**src/rtl/seq_bin2bcd_ctrl_pkg.sv**
```systemverilog
// Shared types and constants for the sequential binary-to-BCD converter.
package bcd_pkg;

  typedef enum logic [1:0] {
    IDLE,
    SHIFT,
    FINISH
  } state_t;

  localparam int BCD_DIGIT_W = 4;
  localparam int ADJ_THRESH  = 5;

endpackage

```
**src/rtl/seq_bin2bcd_ctrl_if.sv**
```systemverilog
// Request/result bundle between a conversion requester and the converter.
interface seq_bin2bcd_ctrl_if #(
  parameter int WIDTH  = 8,
  parameter int DIGITS = 3
);

  logic                  start;
  logic [WIDTH-1:0]      bin_in;
  logic                  busy;
  logic                  done;
  logic [4*DIGITS-1:0]   bcd_out;
  logic                  overflow;

  modport master (
    output start, bin_in,
    input  busy, done, bcd_out, overflow
  );

  modport slave (
    input  start, bin_in,
    output busy, done, bcd_out, overflow
  );

endinterface

```
**src/rtl/seq_bin2bcd_ctrl_dabble_digit.sv**
```systemverilog
// One double-dabble digit adjuster: adds 3 to a BCD digit of 5 or more.
// Digits entering here are always <= 9, so the 4-bit sum never wraps.
module bcd_dabble_digit
  import bcd_pkg::*;
(
  input  logic [BCD_DIGIT_W-1:0] digit,
  output logic [BCD_DIGIT_W-1:0] adjusted
);

  localparam logic [BCD_DIGIT_W-1:0] THRESH = BCD_DIGIT_W'(ADJ_THRESH);
  localparam logic [BCD_DIGIT_W-1:0] BIAS   = BCD_DIGIT_W'(3);

  // Conditional +3 so the following left shift produces a valid BCD carry.
  always_comb begin
    adjusted = digit;
    if (digit >= THRESH) begin
      adjusted = digit + BIAS;
    end
  end

endmodule

```
**src/rtl/seq_bin2bcd_ctrl.sv**
```systemverilog
// Multi-cycle shift-and-add-3 binary-to-BCD converter with start/done handshake.
// One bank of digit adjusters is reused over WIDTH shift cycles.
module seq_bin2bcd_ctrl
  import bcd_pkg::*;
#(
  parameter int WIDTH  = 8,
  parameter int DIGITS = 3
) (
  input  logic             clk,
  input  logic             rst_n,
  seq_bin2bcd_ctrl_if.slave bus
);

  localparam int CNT_W = $clog2(WIDTH + 1);
  localparam int BCD_W = BCD_DIGIT_W * DIGITS;
  localparam int SR_W  = BCD_W + WIDTH;

  state_t            state;
  state_t            next_state;
  logic [SR_W-1:0]   shreg;
  logic [SR_W-1:0]   adjusted;
  logic [CNT_W-1:0]  count;
  logic              sticky;
  logic              done_q;
  logic [BCD_W-1:0]  bcd_q;
  logic              overflow_q;

  // Adjust every BCD digit in parallel; the binary field passes through untouched.
  for (genvar g = 0; g < DIGITS; g++) begin : g_digit
    bcd_dabble_digit u_digit (
      .digit    (shreg[WIDTH + g*BCD_DIGIT_W +: BCD_DIGIT_W]),
      .adjusted (adjusted[WIDTH + g*BCD_DIGIT_W +: BCD_DIGIT_W])
    );
  end

  assign adjusted[WIDTH-1:0] = shreg[WIDTH-1:0];

  // State register.
  always_ff @(posedge clk or negedge rst_n) begin
    if (!rst_n) begin
      state <= IDLE;
    end else begin
      state <= next_state;
    end
  end

  // Next-state logic: SHIFT runs until the counter's last step, FINISH lasts one cycle.
  always_comb begin
    next_state = state;
    case (state)
      IDLE:    if (bus.start) next_state = SHIFT;
      SHIFT:   if (count == CNT_W'(1)) next_state = FINISH;
      FINISH:  next_state = IDLE;
      default: next_state = IDLE;
    endcase
  end

  // Shift register, counter, sticky overflow and the registered result.
  always_ff @(posedge clk or negedge rst_n) begin
    if (!rst_n) begin
      shreg      <= '0;
      count      <= '0;
      sticky     <= 1'b0;
      done_q     <= 1'b0;
      bcd_q      <= '0;
      overflow_q <= 1'b0;
    end else begin
      done_q <= (state == FINISH);
      case (state)
        IDLE: begin
          if (bus.start) begin
            shreg  <= {{BCD_W{1'b0}}, bus.bin_in};
            count  <= CNT_W'(WIDTH);
            sticky <= 1'b0;
          end
        end
        SHIFT: begin
          shreg <= {adjusted[SR_W-2:0], 1'b0};
          count <= count - CNT_W'(1);
          if (adjusted[SR_W-1]) begin
            sticky <= 1'b1;
          end
        end
        FINISH: begin
          bcd_q      <= shreg[SR_W-1 -: BCD_W];
          overflow_q <= sticky;
        end
        default: begin
        end
      endcase
    end
  end

  assign bus.busy     = (state == SHIFT);
  assign bus.done     = done_q;
  assign bus.bcd_out  = bcd_q;
  assign bus.overflow = overflow_q;

endmodule

```
**src/flat_wrapper.sv**
```systemverilog
// flat-port wrapper written by rule: the top's interface ports become plain ports
module seq_bin2bcd_ctrl_flat import bcd_pkg::*;
#(
  parameter int WIDTH  = 8,
  parameter int DIGITS = 3
)
  (clk, rst_n, bus_start, bus_bin_in, bus_busy, bus_done, bus_bcd_out, bus_overflow);
  seq_bin2bcd_ctrl_if #(.WIDTH(WIDTH), .DIGITS(DIGITS)) bus_i ();
  input  logic clk;
  input  logic rst_n;
  input wire logic [$bits(bus_i.start)-1:0] bus_start;
  input wire logic [$bits(bus_i.bin_in)-1:0] bus_bin_in;
  output wire logic [$bits(bus_i.busy)-1:0] bus_busy;
  output wire logic [$bits(bus_i.done)-1:0] bus_done;
  output wire logic [$bits(bus_i.bcd_out)-1:0] bus_bcd_out;
  output wire logic [$bits(bus_i.overflow)-1:0] bus_overflow;
  assign bus_i.start = bus_start;
  assign bus_i.bin_in = bus_bin_in;
  assign bus_busy = bus_i.busy;
  assign bus_done = bus_i.done;
  assign bus_bcd_out = bus_i.bcd_out;
  assign bus_overflow = bus_i.overflow;
  seq_bin2bcd_ctrl #(.WIDTH(WIDTH), .DIGITS(DIGITS)) u_core (.clk(clk), .rst_n(rst_n), .bus(bus_i));
endmodule
```
**config.mk**
```make
export PLATFORM = sky130hd
export DESIGN_NAME = seq_bin2bcd_ctrl_flat
export DESIGN_NICKNAME = d
export VERILOG_FILES = /design/src/rtl/seq_bin2bcd_ctrl_pkg.sv /design/src/rtl/seq_bin2bcd_ctrl_if.sv /design/src/rtl/seq_bin2bcd_ctrl_dabble_digit.sv /design/src/rtl/seq_bin2bcd_ctrl.sv /design/src/flat_wrapper.sv
export SDC_FILE = /design/constraint.sdc
export NUM_CORES = 1
export LEC_CHECK = 0
export ABC_AREA = 1
export CAP_MARGIN = 20
export CORE_UTILIZATION = 33
export DETAILED_ROUTE_END_ITERATION = 10
export GPL_ROUTABILITY_DRIVEN = 0
export SYNTH_ARGS = -nofsm -noshare
export SYNTH_HDL_FRONTEND = slang
export SYNTH_SLANG_ARGS = --single-unit
```
**constraint.sdc**
```tcl
create_clock -name clk -period 1.2 [get_ports clk]
set_input_delay 0.24 -clock clk [delete_from_list [all_inputs] [get_ports clk]]
set_output_delay 0.24 -clock clk [all_outputs]
set_load 0.005 [all_outputs]
```
==> results of run 1 <==
cells by family after synthesis:
kind of cell / Yosys count / synth area share
AOI/OAI and AO/OA: 40 / 0.107
DFF: 41 / 0.521
buffers and inverters: 31 / 0.0717
and+or+nand+nor: 117 / 0.250
adders and majority gates: 8 / 0.0508
repair_timing:
| item | in CTS | in global routing |
|---|---|---|
| cloned | 0 | 1 |
| setup endpoints to repair | 30 | 44 |
| pin swaps | 0 | 14 |
| buffers inserted | 7 | 6 |
| gates resized for setup | 25 | 61 |
| hold buffers | 1 | 0 |
| hold endpoints to repair | 41 | 0 |
worst max path at each step:
stage | startpoint | slack, ps | to | cells past startpoint
after global placement | bus_start | -130 | u_core.shreg[5] | 6
after global routing | u_core.state[1] | -60 | u_core.shreg[7] | 6
after detailed placement | bus_start | -170 | u_core.shreg[4] | 6
after floorplan | u_core.shreg[12] | 60 | u_core.shreg[16] | 7
final | u_core.state[1] | -10 | bus_busy | 4
after CTS | u_core.state[1] | -160 | bus_busy | 4
synthesized netlist by cell type:
master | count | area share
a21oi_2 | 1 | 0.0044
buf_2 | 5 | 0.013
buf_4 | 1 | 0.0038
buf_6 | 2 | 0.011
dfrtp_1 | 41 | 0.52
ha_1 | 8 | 0.051
inv_1 | 19 | 0.036
inv_2 | 4 | 0.0076
nand2_1 | 72 | 0.14
nand2_2 | 2 | 0.0063
nand3_1 | 20 | 0.051
nand4_1 | 6 | 0.019
nor2_1 | 13 | 0.025
nor2_2 | 1 | 0.0032
nor3_1 | 1 | 0.0025
o21ai_0 | 9 | 0.023
o21ai_1 | 27 | 0.069
o21bai_1 | 2 | 0.0076
o22ai_1 | 1 | 0.0032
or2_1 | 1 | 0.0032
or2_2 | 1 | 0.0032
registers in the layout, indices dropped and copies added (netlist names):
| signal | cells |
|---|---|
| u_core.bus.bcd_out | 12 |
| u_core.count | 4 |
| u_core.sticky | 1 |
| u_core.state | 2 |
| u_core.shreg | 20 |
| u_core.bus.done | 1 |
| u_core.bus.overflow | 1 |
worst register-to-register path, cell delays in order (launching register included):
cell     delay, ps
dfrtp_1        400
inv_2          130
ha_4           160
nand2_4         70
buf_4          150
nand4_1         70
nand3_1         80
nand2_1         60
area by class of cell:
| class | instances | area, µm² | area share |
|---|---|---|---|
| multi-input combinational | 165 | 995 | 0.343 |
| clock buffer | 5 | 68.8 | 0.0237 |
| tap | 72 | 90.1 | 0.0311 |
| inverter | 23 | 91.3 | 0.0315 |
| sequential | 41 | 1030 | 0.354 |
| timing repair buffer | 59 | 559 | 0.193 |
| clock inverter | 3 | 68.8 | 0.0237 |
per-layer routing:
metal | wire, µm | up-vias | part of all wire
met3 | 187 | 7 | 0.042
met2 | 2070 | 40 | 0.46
met1 | 2190 | 819 | 0.49
li1 | - | 883 | -
met5 | 0 | - | 0
met4 | 57 | 0 | 0.013
power by group through the flow:
stage / sequential, mW / clock (mW) / combinational (mW)
6_report: 2.47 / 1.37 / 4.17
3_5_place_dp: 2.43 / 0 / 3.32
4_1_cts: 2.40 / 1.39 / 3.41
5_1_grt: 2.56 / 1.44 / 4.72
2_1_floorplan: 2.38 / 0 / 2.05
3_3_place_gp: 2.42 / 0 / 3.25
per-stage QoR:
step	hold WS (ps)	power [mW]	setup WS (ps)	util
after floorplan	-55.6	4.43	63.1	-
after global placement	230	5.66	-127	0.429
after detailed placement	234	5.74	-168	0.429
after CTS	444	7.20	-157	0.466
after global routing	456	8.72	-58.3	0.514
final	427	8.01	-10.9	0.514
cells in the final DEF, fill, tap and decap left out, drive strengths merged, types with 2 or more instances in the layout:
| cell | count |
|---|---|
| nand2 | 74 |
| dfrtp | 41 |
| o21ai | 36 |
| buf | 33 |
| inv | 24 |
| nand3 | 20 |
| nor2 | 14 |
| clkdlybuf4s15 | 10 |
| clkdlybuf4s50 | 9 |
| ha | 8 |
| clkbuf | 7 |
| nand4 | 6 |
| dlygate4sd2 | 4 |
| o21bai | 2 |
| bufinv | 2 |
| or2 | 2 |
==> metrics.yaml, run 1 <==
status:
  status: "finished, violations left"
  violations: "negative setup slack"
final_layout:
  antenna_cells: 0
  instances_no_fill: 368
  syn_to_final_growth_pct: 47.2
  drive_gt1_frac: 0.287
  final_area_um2: 2900
  fillers: 536
  layout.nets: 314
synth:
  synthCells: 237
  ys_seq_elements: 41
  syn-num-nets: 256
  synth_warnings: 0
  synth.yosys.seq_area_share: 0.521
  ys_types: 21
  syn-cell-area_um2: 1970
  synth.avg_cell_area_um2: 8.31
placement:
  dpl_cell_area_um2: 2420
  hpwl_um: 2810
  placedCellCount: 345
  io_buffers: 25
worst_setup_path:
  crit_family: "flip-flops"
  worst-r2r-cell-count: 7
  cp.required_ps: 960
  rrSetupSlack_ps: 30
  critPathKind: "reg2out"
  cp.arrival_ps: 970
  r2r-start: "u_core.shreg[17]"
  crit_buf_inv: 3
  cpMaxStageDelayCell: "dfrtp_1"
  path_cells: "inv_2 > nand2_4 > inv_2 > clkbuf_2"
  crit_top_cell: "inv_2"
  critPathMaxStageDelay_ps: 380
  r2r_end: "u_core.shreg[18]"
  start_kind: "flop"
  critPathMaxFanout: 3
  crit_path_end_kind: "output port"
power_and_ir_drop:
  p_sw_frac: 0.391
  p_clk_frac: 0.171
  seqPwrFrac: 0.309
  p_int_mw: 4.88
  power.density_nw_per_um2: 2760
  power.switching_mw: 3.13
  power_frac_comb: 0.520
  leakagePower_nw: 1.42
  ir_drop_uv: 1160
cts:
  cts-buffers-inserted: 5
  ctsRootBufferMaster: "clkbuf_8"
  tritoncts: "yes"
  clock_latency_ps: 300
  clk_pin_slew_worst_paths_ps: 90
  htreeDepth: 2
  clockBufferDepth: 2
  cts_sinks: 41
sta:
  final.period_utilization: 1.01
  slew_headroom: 0.797
  worstMarginPinSlew_ps: 305
  max_freq_mhz: 826
  setup_slack_ps: -10.9
  fin_crit_ps: 1210
  hold_violations: 0
  grt_setup_unrepaired: "yes"
  finalMaxSlewViolations: 0
  setup-tns-final_ps: -10.9
  setup_viol: 1
  clock-skew-final_ps: 12.8
grt:
  grt.met3_usage: 0.0322
  grt_pass1_vias: 1716
  grt_busiest_layer: "met2"
  grt_pass1_wl_um: 7410
  grtUsageTotal: 0.151
  grt_overflow: 0
  gr-usage-met1: 0.193
  grt_start_max_net_pins: 42
  use_met2: 0.251
  antenna_found_initial: 0
floorplan:
  dieArea_um2: 6280
  die_x_um: 79.3
  core-area_um2: 5640
  die_h_um: 79.3
  initial_core_util: 0.349
  ioPinCount: 26
  fp-row-count: 27
job:
  drv_cap: 0
routing:
  ant_nets: 0
  drt-wirelength-per-cell_um: 12.2
  drt_pass1_iterations: 4
  drt_wl_total_um: 4500
  drt_iter0_drc: 122
  drc: 0
  num_vias: 1749
  via_per_inst: 4.75
min_path:
  hold_class: "in2async"
Power figures use the tool's default switching activity.
==> inputs of run 2 (changes only) <==
--- a/config.mk
+++ b/config.mk
@@ -6,10 +6,10 @@
 export NUM_CORES = 1
 export LEC_CHECK = 0
 export ABC_AREA = 1
-export CAP_MARGIN = 20
 export CORE_UTILIZATION = 33
 export DETAILED_ROUTE_END_ITERATION = 10
 export GPL_ROUTABILITY_DRIVEN = 0
+export SLEW_MARGIN = 10
 export SYNTH_ARGS = -nofsm -noshare
 export SYNTH_HDL_FRONTEND = slang
 export SYNTH_SLANG_ARGS = --single-unit
==> results of run 2 <==
Final layout, timing and power as in run 1 (identical DEF).
==> inputs of run 3 (changes only) <==
--- a/config.mk
+++ b/config.mk
@@ -9,6 +9,7 @@
 export CORE_UTILIZATION = 33
 export DETAILED_ROUTE_END_ITERATION = 10
 export GPL_ROUTABILITY_DRIVEN = 0
+export PLACE_DENSITY_LB_ADDON = 0.12
 export SLEW_MARGIN = 10
 export SYNTH_ARGS = -nofsm -noshare
 export SYNTH_HDL_FRONTEND = slang
==> run 3 against run 2 <==
Clock skew fell by 3.0 ps; the flow still finishes with violations (negative setup slack); via count decreased by 0.17%; combinational power decreased by 2%; hold slack better by 17 ps; clock power down 3%; register-to-register slack about the same; largest cell class unchanged; first-iteration DRC count is 25% higher; setup slack worse by 9.4 ps.
==> metrics.yaml, run 3 (synthesis results as in run 1) <==
final_layout:
  instances_no_fill: 372
  layout_commonest_cell: "nand2_1"
  fillers: 544
  top_register: "u_core.shreg"
  largest_reg_flops: 20
  mostFrequentLayoutCells: "nand2_1 (64), dfrtp_1 (39), buf_4 (31)"
  antenna_cells: 0
  finalCoreUtilization: 0.511
  drive_gt1_frac: 0.287
  syn_to_final_growth_pct: 46.3
  layout.nets: 318
  final_area_um2: 2880
worst_setup_path:
  critPathKind: "reg2out"
  cp.required_ps: 960
  cpMaxStageDelayCell: "dfrtp_1"
  critPathMaxStageDelay_ps: 380
  crit_path_end_kind: "output port"
  critPathMaxFanout: 4
  start_kind: "flop"
  crit_top_cell: "inv_2"
  cp.arrival_ps: 980
  rrSetupSlack_ps: 20
  path_cells: "inv_2 > nand2_4 > inv_2 > clkbuf_2"
cts:
  cts-buffers-inserted: 5
  tritoncts: "yes"
  htreeDepth: 2
  clockBufferDepth: 2
  ctsRootBufferMaster: "clkbuf_8"
  clk_pin_slew_worst_paths_ps: 90
  cts_sinks: 41
  clock_latency_ps: 300
grt:
  antenna_found_initial: 0
  grtUsageTotal: 0.157
  grt_start_max_net_pins: 42
  grt_busiest_layer: "met2"
  grt.met3_usage: 0.0425
  grt_pass1_wl_um: 7490
  use_met2: 0.258
  gr-usage-met1: 0.198
  grt_overflow: 0
  grt_pass1_vias: 1650
status:
  status: "finished, violations left"
  violations: "negative setup slack"
routing:
  drt_iter0_drc: 152
  drt_wl_total_um: 4480
  drt_pass1_iterations: 5
  ant_nets: 0
  drt-wirelength-per-cell_um: 12.0
  via_per_inst: 4.69
  drc: 0
  num_vias: 1746
placement:
  hpwl_um: 2880
  io_buffers: 25
  dpl_cell_area_um2: 2450
  placedCellCount: 349
  place_ws_ps: -193
sta:
  clock-skew-final_ps: 9.81
  worstMarginPinSlew_ps: 296
  max_freq_mhz: 819
  setup_slack_ps: -20.3
  final.period_utilization: 1.02
  setup_viol: 1
  setup-tns-final_ps: -20.3
  grt_setup_unrepaired: "yes"
  finalMaxSlewViolations: 0
  fin_hold_ws_ps: 444
  hold_violations: 0
  slew_headroom: 0.802
  fin_crit_ps: 1220
floorplan:
  initial_core_util: 0.349
  ioPinCount: 26
  die_h_um: 79.3
  core-area_um2: 5640
  dieArea_um2: 6280
  fp-row-count: 27
  die_x_um: 79.3
power_and_ir_drop:
  total_power_mw: 7.86
  leakagePower_nw: 1.41
  power.density_nw_per_um2: 2730
  ir_drop_uv: 1030
min_path:
  hold_class: "in2async"
job:
  drv_cap: 0
-- run 3: cell count changes in the layout (fill, tap and decap cells not counted), sizes merged --
cell,change
clkinv,+1
clkbuf,-1
clkdlybuf4s15,+1
dlygate4sd2,-1
inv,-1
buf,+5
-- run 3: worst max-delay path: cells and delay by family (launching register included) --
| family | cells | cell delay [ps] |
|---|---|---|
| DFF | 1 | 380 |
| and+or+nand+nor | 1 | 70 |
| buffers and inverters | 3 | 240 |
-- run 3: layout make-up --
cell class,instances,area [µm²],share of cell area
clock inverters,3,65.1,0.0226
multi-input cells,165,975,0.338
clock buffers,5,68.8,0.0239
well taps,72,90.1,0.0313
flip-flops and latches,41,1030,0.357
inverters,23,91.3,0.0317
repair buffers,63,564,0.196
-- run 3: worst paths after layout --
kind                                 startpoint  cells past startpoint                     to
worst min-delay path                      rst_n                      3  u_core.bus.bcd_out[6]
worst max-delay path            u_core.state[1]                      4               bus_busy
worst min register to register    u_core.sticky                      2    u_core.bus.overflow
worst max register to register  u_core.state[1]                      6       u_core.shreg[19]
max in group asynchronous                 rst_n                      3       u_core.shreg[12]
min in group clk                  u_core.sticky                      2    u_core.bus.overflow
-- run 3: where the power goes --
group          switching [mW]  internal (mW)
Combinational            2.09           1.97
Sequential              0.446           2.02
Clock                   0.504          0.827
Total                    3.04           4.82
-- run 3: layer usage --
layer,up-vias,part of all wire
li1,891,-
met4,0,0.014
met5,-,0
met2,34,0.47
met3,5,0.033
met1,816,0.48
-- run 3: repair_timing --
| action | CTS | global route |
|---|---|---|
| endpoints found under the setup margin | 32 | 45 |
| endpoints found under the hold margin | 41 | 0 |
| gates resized for setup | 27 | 54 |
| cloned | 0 | 0 |
| hold buffers | 1 | 0 |
| buffers inserted | 7 | 7 |
| pin swaps | 1 | 16 |
